<file path="src/rtl/mem_arbiter_pkg.sv">
// Shared types for the cache-to-memory arbiter: bus word, RAM handshake state
// and the arbiter's grant state.
package mem_arbiter_pkg;

    localparam int WORD_W = 32;

    typedef logic [WORD_W-1:0] word_t;

    typedef enum logic [1:0] {
        FREE   = 2'b00,
        BUSY   = 2'b01,
        ACCESS = 2'b10,
        ERROR  = 2'b11
    } ramstate_t;

    typedef enum logic [1:0] {
        IDLE   = 2'b00,
        DGRANT = 2'b01,
        IGRANT = 2'b10
    } arb_state_t;

endpackage

</file>
<file path="src/rtl/mem_arbiter_if.sv">
// Cache-side and RAM-side bus of the memory arbiter. The slave modport is the
// arbiter's view; the master modport is the view of the caches plus RAM model.
interface mem_arbiter_if;
    import mem_arbiter_pkg::*;

    // icache port
    logic      iREN;
    word_t     iaddr;
    logic      iwait;
    word_t     iload;

    // dcache port
    logic      dREN;
    logic      dWEN;
    word_t     daddr;
    word_t     dstore;
    logic      dwait;
    word_t     dload;

    // RAM port
    logic      ramREN;
    logic      ramWEN;
    word_t     ramaddr;
    word_t     ramstore;
    word_t     ramload;
    ramstate_t ramstate;

    modport slave (
        input  iREN, iaddr, dREN, dWEN, daddr, dstore, ramload, ramstate,
        output iwait, iload, dwait, dload, ramREN, ramWEN, ramaddr, ramstore
    );

    modport master (
        output iREN, iaddr, dREN, dWEN, daddr, dstore, ramload, ramstate,
        input  iwait, iload, dwait, dload, ramREN, ramWEN, ramaddr, ramstore
    );

endinterface

</file>
<file path="src/rtl/mem_arbiter_timeout.sv">
// Granted-cycle watchdog: cleared by load, counts enabled cycles and flags
// the terminal count once TIMEOUT cycles have passed without completion.
module mem_arbiter_timeout #(
    parameter int TIMEOUT = 256
) (
    input  logic CLK,
    input  logic nRST,
    input  logic load,
    input  logic en,
    output logic tc
);

    localparam int TW = $clog2(TIMEOUT + 1);

    logic [TW-1:0] count;

    // Count stalled granted cycles; holds at terminal count until reloaded.
    always_ff @(posedge CLK) begin
        if (!nRST) begin
            count <= '0;
        end else if (load) begin
            count <= '0;
        end else if (en && !tc) begin
            count <= count + 1'b1;
        end
    end

    assign tc = (count == TW'(TIMEOUT));

endmodule

</file>
<file path="src/rtl/mem_arbiter.sv">
// mem_arbiter: serialises icache (read) and dcache (read/write) word requests
// onto a single-ported RAM. dcache has fixed priority; every access returns
// to IDLE for one cycle so a dcache block is never split by the icache.
module mem_arbiter
    import mem_arbiter_pkg::*;
#(
    parameter int TIMEOUT = 256,
    parameter int CNT_W   = 32
) (
    input  logic             CLK,
    input  logic             nRST,
    mem_arbiter_if.slave     bus,
    output logic             err,
    output logic [CNT_W-1:0] icount,
    output logic [CNT_W-1:0] dcount
);

    arb_state_t state;
    arb_state_t next_state;

    logic d_req;
    logic i_req;
    logic ram_access;
    logic ram_error;
    logic i_done;
    logic d_done;
    logic err_set;
    logic timer_load;
    logic timer_en;
    logic timer_tc;

    assign d_req      = bus.dREN | bus.dWEN;
    assign i_req      = bus.iREN;
    assign ram_access = (bus.ramstate == ACCESS);
    assign ram_error  = (bus.ramstate == ERROR);

    mem_arbiter_timeout #(
        .TIMEOUT (TIMEOUT)
    ) u_timeout (
        .CLK  (CLK),
        .nRST (nRST),
        .load (timer_load),
        .en   (timer_en),
        .tc   (timer_tc)
    );

    // Grant state register; reset drops any in-flight access.
    always_ff @(posedge CLK) begin
        if (!nRST) begin
            state <= IDLE;
        end else begin
            state <= next_state;
        end
    end

    // Grant selection, RAM drive from the granted port and completion handling.
    always_comb begin
        next_state   = state;
        bus.iwait    = 1'b1;
        bus.dwait    = 1'b1;
        bus.iload    = '0;
        bus.dload    = '0;
        bus.ramREN   = 1'b0;
        bus.ramWEN   = 1'b0;
        bus.ramaddr  = '0;
        bus.ramstore = '0;
        i_done       = 1'b0;
        d_done       = 1'b0;
        err_set      = 1'b0;
        timer_load   = 1'b0;
        timer_en     = 1'b0;

        case (state)
            IDLE: begin
                timer_load = 1'b1;
                if (d_req) begin
                    next_state = DGRANT;
                end else if (i_req) begin
                    next_state = IGRANT;
                end
            end

            DGRANT: begin
                bus.ramaddr  = bus.daddr;
                bus.ramstore = bus.dstore;
                bus.ramWEN   = bus.dWEN;
                bus.ramREN   = bus.dREN & ~bus.dWEN;
                bus.dload    = bus.ramload;
                if (ram_access) begin
                    bus.dwait  = 1'b0;
                    d_done     = 1'b1;
                    next_state = IDLE;
                end else if (ram_error || timer_tc) begin
                    bus.dwait  = 1'b0;
                    bus.dload  = '0;
                    err_set    = 1'b1;
                    next_state = IDLE;
                end else if (!d_req) begin
                    next_state = IDLE;
                end else begin
                    timer_en = 1'b1;
                end
            end

            IGRANT: begin
                bus.ramaddr = bus.iaddr;
                bus.ramREN  = bus.iREN;
                bus.iload   = bus.ramload;
                if (ram_access) begin
                    bus.iwait  = 1'b0;
                    i_done     = 1'b1;
                    next_state = IDLE;
                end else if (ram_error || timer_tc) begin
                    bus.iwait  = 1'b0;
                    bus.iload  = '0;
                    err_set    = 1'b1;
                    next_state = IDLE;
                end else if (!i_req) begin
                    next_state = IDLE;
                end else begin
                    timer_en = 1'b1;
                end
            end

            default: begin
                next_state = IDLE;
            end
        endcase
    end

    // Completed-access counters, wrapping freely.
    always_ff @(posedge CLK) begin
        if (!nRST) begin
            icount <= '0;
            dcount <= '0;
        end else begin
            if (i_done) begin
                icount <= icount + 1'b1;
            end
            if (d_done) begin
                dcount <= dcount + 1'b1;
            end
        end
    end

    // Sticky error flag, cleared only by reset.
    always_ff @(posedge CLK) begin
        if (!nRST) begin
            err <= 1'b0;
        end else if (err_set) begin
            err <= 1'b1;
        end
    end

endmodule

</file>
<file path="src/flat_wrapper.sv">
// flat-port wrapper written by rule: the top's interface ports become plain ports
module mem_arbiter_flat import mem_arbiter_pkg::*;
#(
    parameter int TIMEOUT = 256,
    parameter int CNT_W   = 32
)
  (CLK, nRST, err, icount, dcount, bus_iREN, bus_iaddr, bus_dREN, bus_dWEN, bus_daddr, bus_dstore, bus_ramload, bus_ramstate, bus_iwait, bus_iload, bus_dwait, bus_dload, bus_ramREN, bus_ramWEN, bus_ramaddr, bus_ramstore);
  mem_arbiter_if bus_i ();
  input  logic CLK;
  input  logic nRST;
  output logic err;
  output logic [CNT_W-1:0] icount;
  output logic [CNT_W-1:0] dcount;
  input wire logic [$bits(bus_i.iREN)-1:0] bus_iREN;
  input wire logic [$bits(bus_i.iaddr)-1:0] bus_iaddr;
  input wire logic [$bits(bus_i.dREN)-1:0] bus_dREN;
  input wire logic [$bits(bus_i.dWEN)-1:0] bus_dWEN;
  input wire logic [$bits(bus_i.daddr)-1:0] bus_daddr;
  input wire logic [$bits(bus_i.dstore)-1:0] bus_dstore;
  input wire logic [$bits(bus_i.ramload)-1:0] bus_ramload;
  input wire logic [$bits(bus_i.ramstate)-1:0] bus_ramstate;
  output wire logic [$bits(bus_i.iwait)-1:0] bus_iwait;
  output wire logic [$bits(bus_i.iload)-1:0] bus_iload;
  output wire logic [$bits(bus_i.dwait)-1:0] bus_dwait;
  output wire logic [$bits(bus_i.dload)-1:0] bus_dload;
  output wire logic [$bits(bus_i.ramREN)-1:0] bus_ramREN;
  output wire logic [$bits(bus_i.ramWEN)-1:0] bus_ramWEN;
  output wire logic [$bits(bus_i.ramaddr)-1:0] bus_ramaddr;
  output wire logic [$bits(bus_i.ramstore)-1:0] bus_ramstore;
  assign bus_i.iREN = bus_iREN;
  assign bus_i.iaddr = bus_iaddr;
  assign bus_i.dREN = bus_dREN;
  assign bus_i.dWEN = bus_dWEN;
  assign bus_i.daddr = bus_daddr;
  assign bus_i.dstore = bus_dstore;
  assign bus_i.ramload = bus_ramload;
  assign bus_i.ramstate = bus_ramstate;
  assign bus_iwait = bus_i.iwait;
  assign bus_iload = bus_i.iload;
  assign bus_dwait = bus_i.dwait;
  assign bus_dload = bus_i.dload;
  assign bus_ramREN = bus_i.ramREN;
  assign bus_ramWEN = bus_i.ramWEN;
  assign bus_ramaddr = bus_i.ramaddr;
  assign bus_ramstore = bus_i.ramstore;
  mem_arbiter #(.TIMEOUT(TIMEOUT), .CNT_W(CNT_W)) u_core (.CLK(CLK), .nRST(nRST), .bus(bus_i), .err(err), .icount(icount), .dcount(dcount));
endmodule
</file>
<file path="config.mk">
export PLATFORM = sky130hd
export DESIGN_NAME = mem_arbiter_flat
export DESIGN_NICKNAME = d
export VERILOG_FILES = /design/src/rtl/mem_arbiter_pkg.sv /design/src/rtl/mem_arbiter_if.sv /design/src/rtl/mem_arbiter_timeout.sv /design/src/rtl/mem_arbiter.sv /design/src/flat_wrapper.sv
export SDC_FILE = /design/constraint.sdc
export NUM_CORES = 1
export LEC_CHECK = 0
export ABC_CLOCK_PERIOD_IN_PS = 1890
export BUFFER_PORTS_ARGS = -buffer_cell sky130_fd_sc_hd__buf_2
export CORE_AREA = 2 2 127 129
export DETAILED_ROUTE_END_ITERATION = 12
export DIE_AREA = 0 0 129 131
export PLACE_DENSITY = 0.65
export SYNTH_ARGS = -nofsm -noshare
export SYNTH_HDL_FRONTEND = slang
export SYNTH_SLANG_ARGS = --single-unit
export TNS_END_PERCENT = 5
</file>
<file path="constraint.sdc">
create_clock -name CLK -period 1.89 [get_ports CLK]
set_clock_uncertainty 0.2 [all_clocks]
set_input_delay 0.378 -clock CLK [delete_from_list [all_inputs] [get_ports CLK]]
set_output_delay 0.378 -clock CLK [all_outputs]
set_load 0.005 [all_outputs]
</file>
* Word-level counts from Yosys, hierarchy flattened
Index checks and enable logic that the tools add are counted.
Storage, ports and cells: output and inout bits 197, logic and storage cells 62, input bits 135, bits in registers 76
Operators by class: equal/unequal tests 8, $add $sub $neg 3, mux-type cells 35, bitwise gates (word level) 4, reduce and logical (&&, ||, !) cells 7
Operator list (count):
- 2-to-1 mux 32 bit | 5
- adder 32 x 1 -> 32 bit, second input constant | 2
- case mux 32 bit (2 select lines) | 1
- 2-to-1 mux 1 bit | 18
- 2-to-1 mux 2 bit | 8
- adder 9 x 1 -> 9 bit, second input constant | 1
- == test 9 bit, second input constant | 1
- == test 2 bit, second input constant | 3
- case mux 2 bit (3 select lines) | 1
- != test 4 x 2 -> 1 bit, second input constant | 1
- != test 4 bit, second input constant | 1
- case mux 1 bit (2 select lines) | 2
- OR reduction 2 bit | 2
- != test 3 x 2 -> 1 bit, second input constant | 1
- AND reduction 3 bit | 1
- == test 2 x 1 -> 1 bit, second input constant | 1
- logical NOT 2 bit | 1
- NOT 1 bit | 2
- AND 1 bit | 1
- logical AND 1 bit | 1
- logical NOT 1 bit | 1
- logical OR 1 bit | 1
- OR 1 bit | 1

* Depth between registers and ports, before layout
depth in word-level cells 6, depth in mapped cells 9

* Hierarchy
Synthesis repeated with hierarchy kept, for this count alone.
Unflattened totals: cell total of the unflattened synthesis 638, area, all modules 4953.5 um2
Modules (own cells, without submodules):
- mem_arbiter | area each 4493.1 um2, cells each 586, instances 1, seq. area each 1341.3 um2
- mem_arbiter_timeout | area each 460.4 um2, cells each 52, instances 1, seq. area each 180.2 um2

* Least setup slack after synthesis
Ideal clock, no wire load.
path kind register to output, from register u_core.u_timeout.count[0], to output port bus_iload[10], cell stages (with the launch flop) 8, arrival 1.545 ns, path slack -0.233 ns, buffers on the path 1, cells stage by stage dfxtp_1 inv_1 ha_1 nor4b_1 a31o_2 nor2_1 clkbuf_1 and2_1
On the way: longest elaborated chain between the ends 5
RTL lines:
- from (decl) | line mem_arbiter_timeout.sv:15 | logic [TW-1:0] count;
- from (signal assigned) | line mem_arbiter_timeout.sv:24 | count <= count + 1'b1;
- == test 9 bit | line mem_arbiter_timeout.sv:28 | assign tc = (count == TW'(TIMEOUT));
- logical OR 1 bit | line mem_arbiter.sv:113 | end else if (ram_error || timer_tc) begin
- 2-to-1 mux 32 bit | line mem_arbiter.sv:113
- 2-to-1 mux 32 bit
- 2-to-1 mux 32 bit | line mem_arbiter.sv:73 | case (state)
- to (decl) | line flat_wrapper.sv:23 | output wire logic [$bits(bus_i.iload)-1:0] bus_iload;
No other way between the ends.

* Final worst setup path
from register u_core.u_timeout.count[0], to output port bus_dload[31]
On the way: longest elaborated chain between the ends 5
RTL lines:
- == test 9 bit | line mem_arbiter_timeout.sv:28
- logical OR 1 bit | line mem_arbiter.sv:93 | end else if (ram_error || timer_tc) begin
- 2-to-1 mux 32 bit | line mem_arbiter.sv:93
- 2-to-1 mux 32 bit | line mem_arbiter.sv:89 | if (ram_access) begin
- 2-to-1 mux 32 bit | line mem_arbiter.sv:73
- to (decl) | line flat_wrapper.sv:25 | output wire logic [$bits(bus_i.dload)-1:0] bus_dload;
No other way between the ends.

==> impl_metrics.csv <==
group,metric,value,unit
place,io_buffers,331,
pwr,irDropWorstVdd,344,uV
sta,grt_setup_unrepaired,"yes",
global_route,grt.met3_usage,0.0647,
finish,area_delta_synth_final,70.4,%
synthesis,yosysUniqueCellTypes,53,
detailed_routing,dr.pass1.iters,5,
floorplanning,die_area,16900,sq um
floorplanning,start_util,0.321,
sta,hold_viol_final,0,
place,gp_congestion,0.943,
cts,ctsLongestPathBuffers,2,
global_route,grt.busiest_layer,"met2",
sta,worst_pin_slew,0.579,ns
cts,clockRootBuffer,"clkbuf_16",
sta,fin_ws,-0.531,ns
setup_path,criticalPathCategory,"register to output port",
place,dpl.cell_count,1260,
global_route,antenna_found_initial,7,
setup_path,arrival,1.84,ns
floorplanning,std_cell_rows,46,
synthesis,synth_top_cells_by_count,"and2_1, dfxtp_1, nor2_1, a21oi_1, nand2_1",
detailed_routing,vias,6566,
worst_hold_path,min_path_type,"input port to register",
global_route,grt_max_degree,43,
synthesis,seq_area_frac_synth,0.304,
setup_path,crit_slowest_cell,"dfxtp_2",
run,drv_cap,0,
outcome,status,"complete, but fails checks",
detailed_routing,via_per_inst,5.11,
synthesis,synth_area,5010,sq um
sta,fin_crit,2.42,ns
sta,drv_slew,0,
synthesis,syn_inst,643,
floorplanning,ios,332,
finish,fin_nets,1201,
synthesis,synth_nets,785,
synthesis,ys_ff_latch,76,
setup_path,cpPeakStageDelay,0.33,ns
synthesis,synth.area.top_cells,"dfxtp_1, and2_1, a21oi_1, a22oi_1, nor2_1",
floorplanning,die_y,131,microns
detailed_routing,wl_per_cell,18.7,microns
sta,max_slew_margin,0.613,
global_route,grt_use_met1,0.371,
sta,finalCritPeriodShare,1.28,
floorplanning,die_x,129,microns
global_route,gr-total-overflow,0,
synthesis,yosysWarningCount,0,
cts,path_clk_slew,0.06,ns
synthesis,synth_most_common_cell,"and2_1",
global_route,grt_pass1_vias,5768,
detailed_routing,drc,0,
synthesis,synth_top_cell_by_area,"dfxtp_1",
synthesis,synthArstFlopShare,0,
global_route,grtUsageTotal,0.266,
setup_path,critPathLaunchType,"register",
cts,cts_htree_levels,3,
outcome,violations,"setup timing",
global_route,grt_pass1_wl,34.0,mm
pwr,leakagePower,4.07,nW
finish,final_cells,1284,
cts,clk_latency,0.34,ns
synthesis,synth_top_flop_cell,"dfxtp_1",
detailed_routing,totalWireLength,24.0,mm
detailed_routing,ant_nets,0,
setup_path,critPathRequiredTime,1.31,ns
cts,cts_tree,"done",
synthesis,synth_top_area_frac,0.304,
sta,max_freq,413,MHz
global_route,use_met2,0.415,
cts,cts_sinks,76,
synthesis,avgSynthCellArea,7.79,sq um
cts,cts_inserted_buffers,9,
floorplanning,fp.coreArea,15600,sq um
synthesis,synth_edf_count,0,
sta,setup_viol,169,
setup_path,crit_fanout,24,
setup_path,cp-end-kind,"output port",
pwr,p_total,4.69,mW
cts,cts_hold_buf,0,
detailed_routing,drt_iter0_drc,393,
place,dpl.hpwl,19.0,mm
setup_path,worstPathCellList,"inv_2 > ha_4 > nor4b_4 > a31o_4 > nor2_4 > buf_12 > and2_1 > buf_2",
finish,drive_gt1_frac,0.520,
pwr,powerDensity,549,nW/um^2
[report_power, final]
group	internal, mW	switching (mW)	total (mW)
Clock	1.17	0.694	1.86
Sequential	1.61	0.0110	1.62
Combinational	0.568	0.637	1.21
[path summary, 6_finish.rpt]
| check | from | end | cells after the start | slack [ns] |
|---|---|---|---|---|
| min reg2reg | u_core.err$_SDFFE_PN0P_ | u_core.err$_SDFFE_PN0P_ | 2 | 0.27 |
| min | bus_iREN | u_core.state[1]$_SDFFE_PN0P_ | 3 | 0.14 |
| max | u_core.u_timeout.count[0]$_SDFFE_PP0P_ | bus_dload[31] | 8 | -0.53 |
| max reg2reg | u_core.state[1]$_SDFFE_PN0P_ | u_core.dcount[26]$_SDFFE_PN0P_ | 7 | -0.21 |
[per-layer routing]
metal / wire length [microns] / part of all wire / vias to the layer above
met5: 41 / 0.0017 / -
met4: 307 / 0.013 / 6
met1: 10200 / 0.42 / 3096
met2: 11100 / 0.46 / 247
met3: 2380 / 0.099 / 29
li1: - / - / 3188
[worst max-delay path, delay by kind of cell, from the launching register on]
family | cells | cell delay [ns]
adder cells (fa/ha/maj) | 1 | 0.15
buffers and inverters | 3 | 0.33
flip-flops | 1 | 0.33
AND/OR/NAND/NOR | 3 | 0.45
AO/OA/AOI/OAI | 1 | 0.27
[registers in the layout (all words and copies together), names as in the netlist]
signal / count
u_core.state: 2
u_core.err: 1
u_core.icount: 32
u_core.dcount: 32
u_core.u_timeout.count: 9
[area by class of cell]
type,instances,area (sq um)
sequential,76,1530
timing repair buffer,447,2750
multi-input combinational,507,3580
clock inverter,3,42.5
fill,1495,7060
clock buffer,13,280
inverter,18,76.3
antenna,4,10.0
tap,216,270
[logic make-up (layout without fill, tap and decap cells)]
group / Yosys count / after routing / share of synthesized area
simple gates: 329 / 330 / 0.392
fa+ha+maj: 7 / 7 / 0.0175
compound gates: 147 / 147 / 0.190
other cells: 0 / 4 / 0
flops: 76 / 76 / 0.304
xor+xnor: 18 / 18 / 0.0315
buf+inv: 61 / 481 / 0.0557
mux: 5 / 5 / 0.00999
[what timing repair did]
item | CTS | global route
gates resized for setup | 41 | 76
endpoints found under the hold margin | 0 | 0
setup buffers | 2 | 1
pin swaps | 41 | 27
setup endpoints to repair | 188 | 189
gates cloned | 1 | 0
[cell usage in the layout, fill, tap and decap left out, drive strengths merged, types with 17 or more instances in the layout]
cell / netlist / routed
nand3: 22 / 22
buf: 21 / 447
o21ai: 20 / 20
a21oi: 50 / 50
nand4: 25 / 25
or4: 25 / 25
and2: 106 / 106
dfxtp: 76 / 76
inv: 17 / 17
a22oi: 32 / 32
nand2: 35 / 35
nor2: 56 / 57
o31ai: 25 / 25
[per-stage QoR]
stage               worst slack [ns]  hold slack (ns)  utilization  setup TNS [ns]  area, sq um
detailed placement            -0.362            0.257        0.490          -29.42         7650
floorplan                    -0.0376            0.247            -           -1.57         5100
global placement              -0.301            0.246        0.490          -26.06         7650
CTS                           -0.558            0.132        0.524          -50.30         8170
finish                        -0.531            0.143        0.547          -46.14         8540
global route                  -0.614            0.142        0.547          -57.71         8530
(Power assumes the default switching activity.)
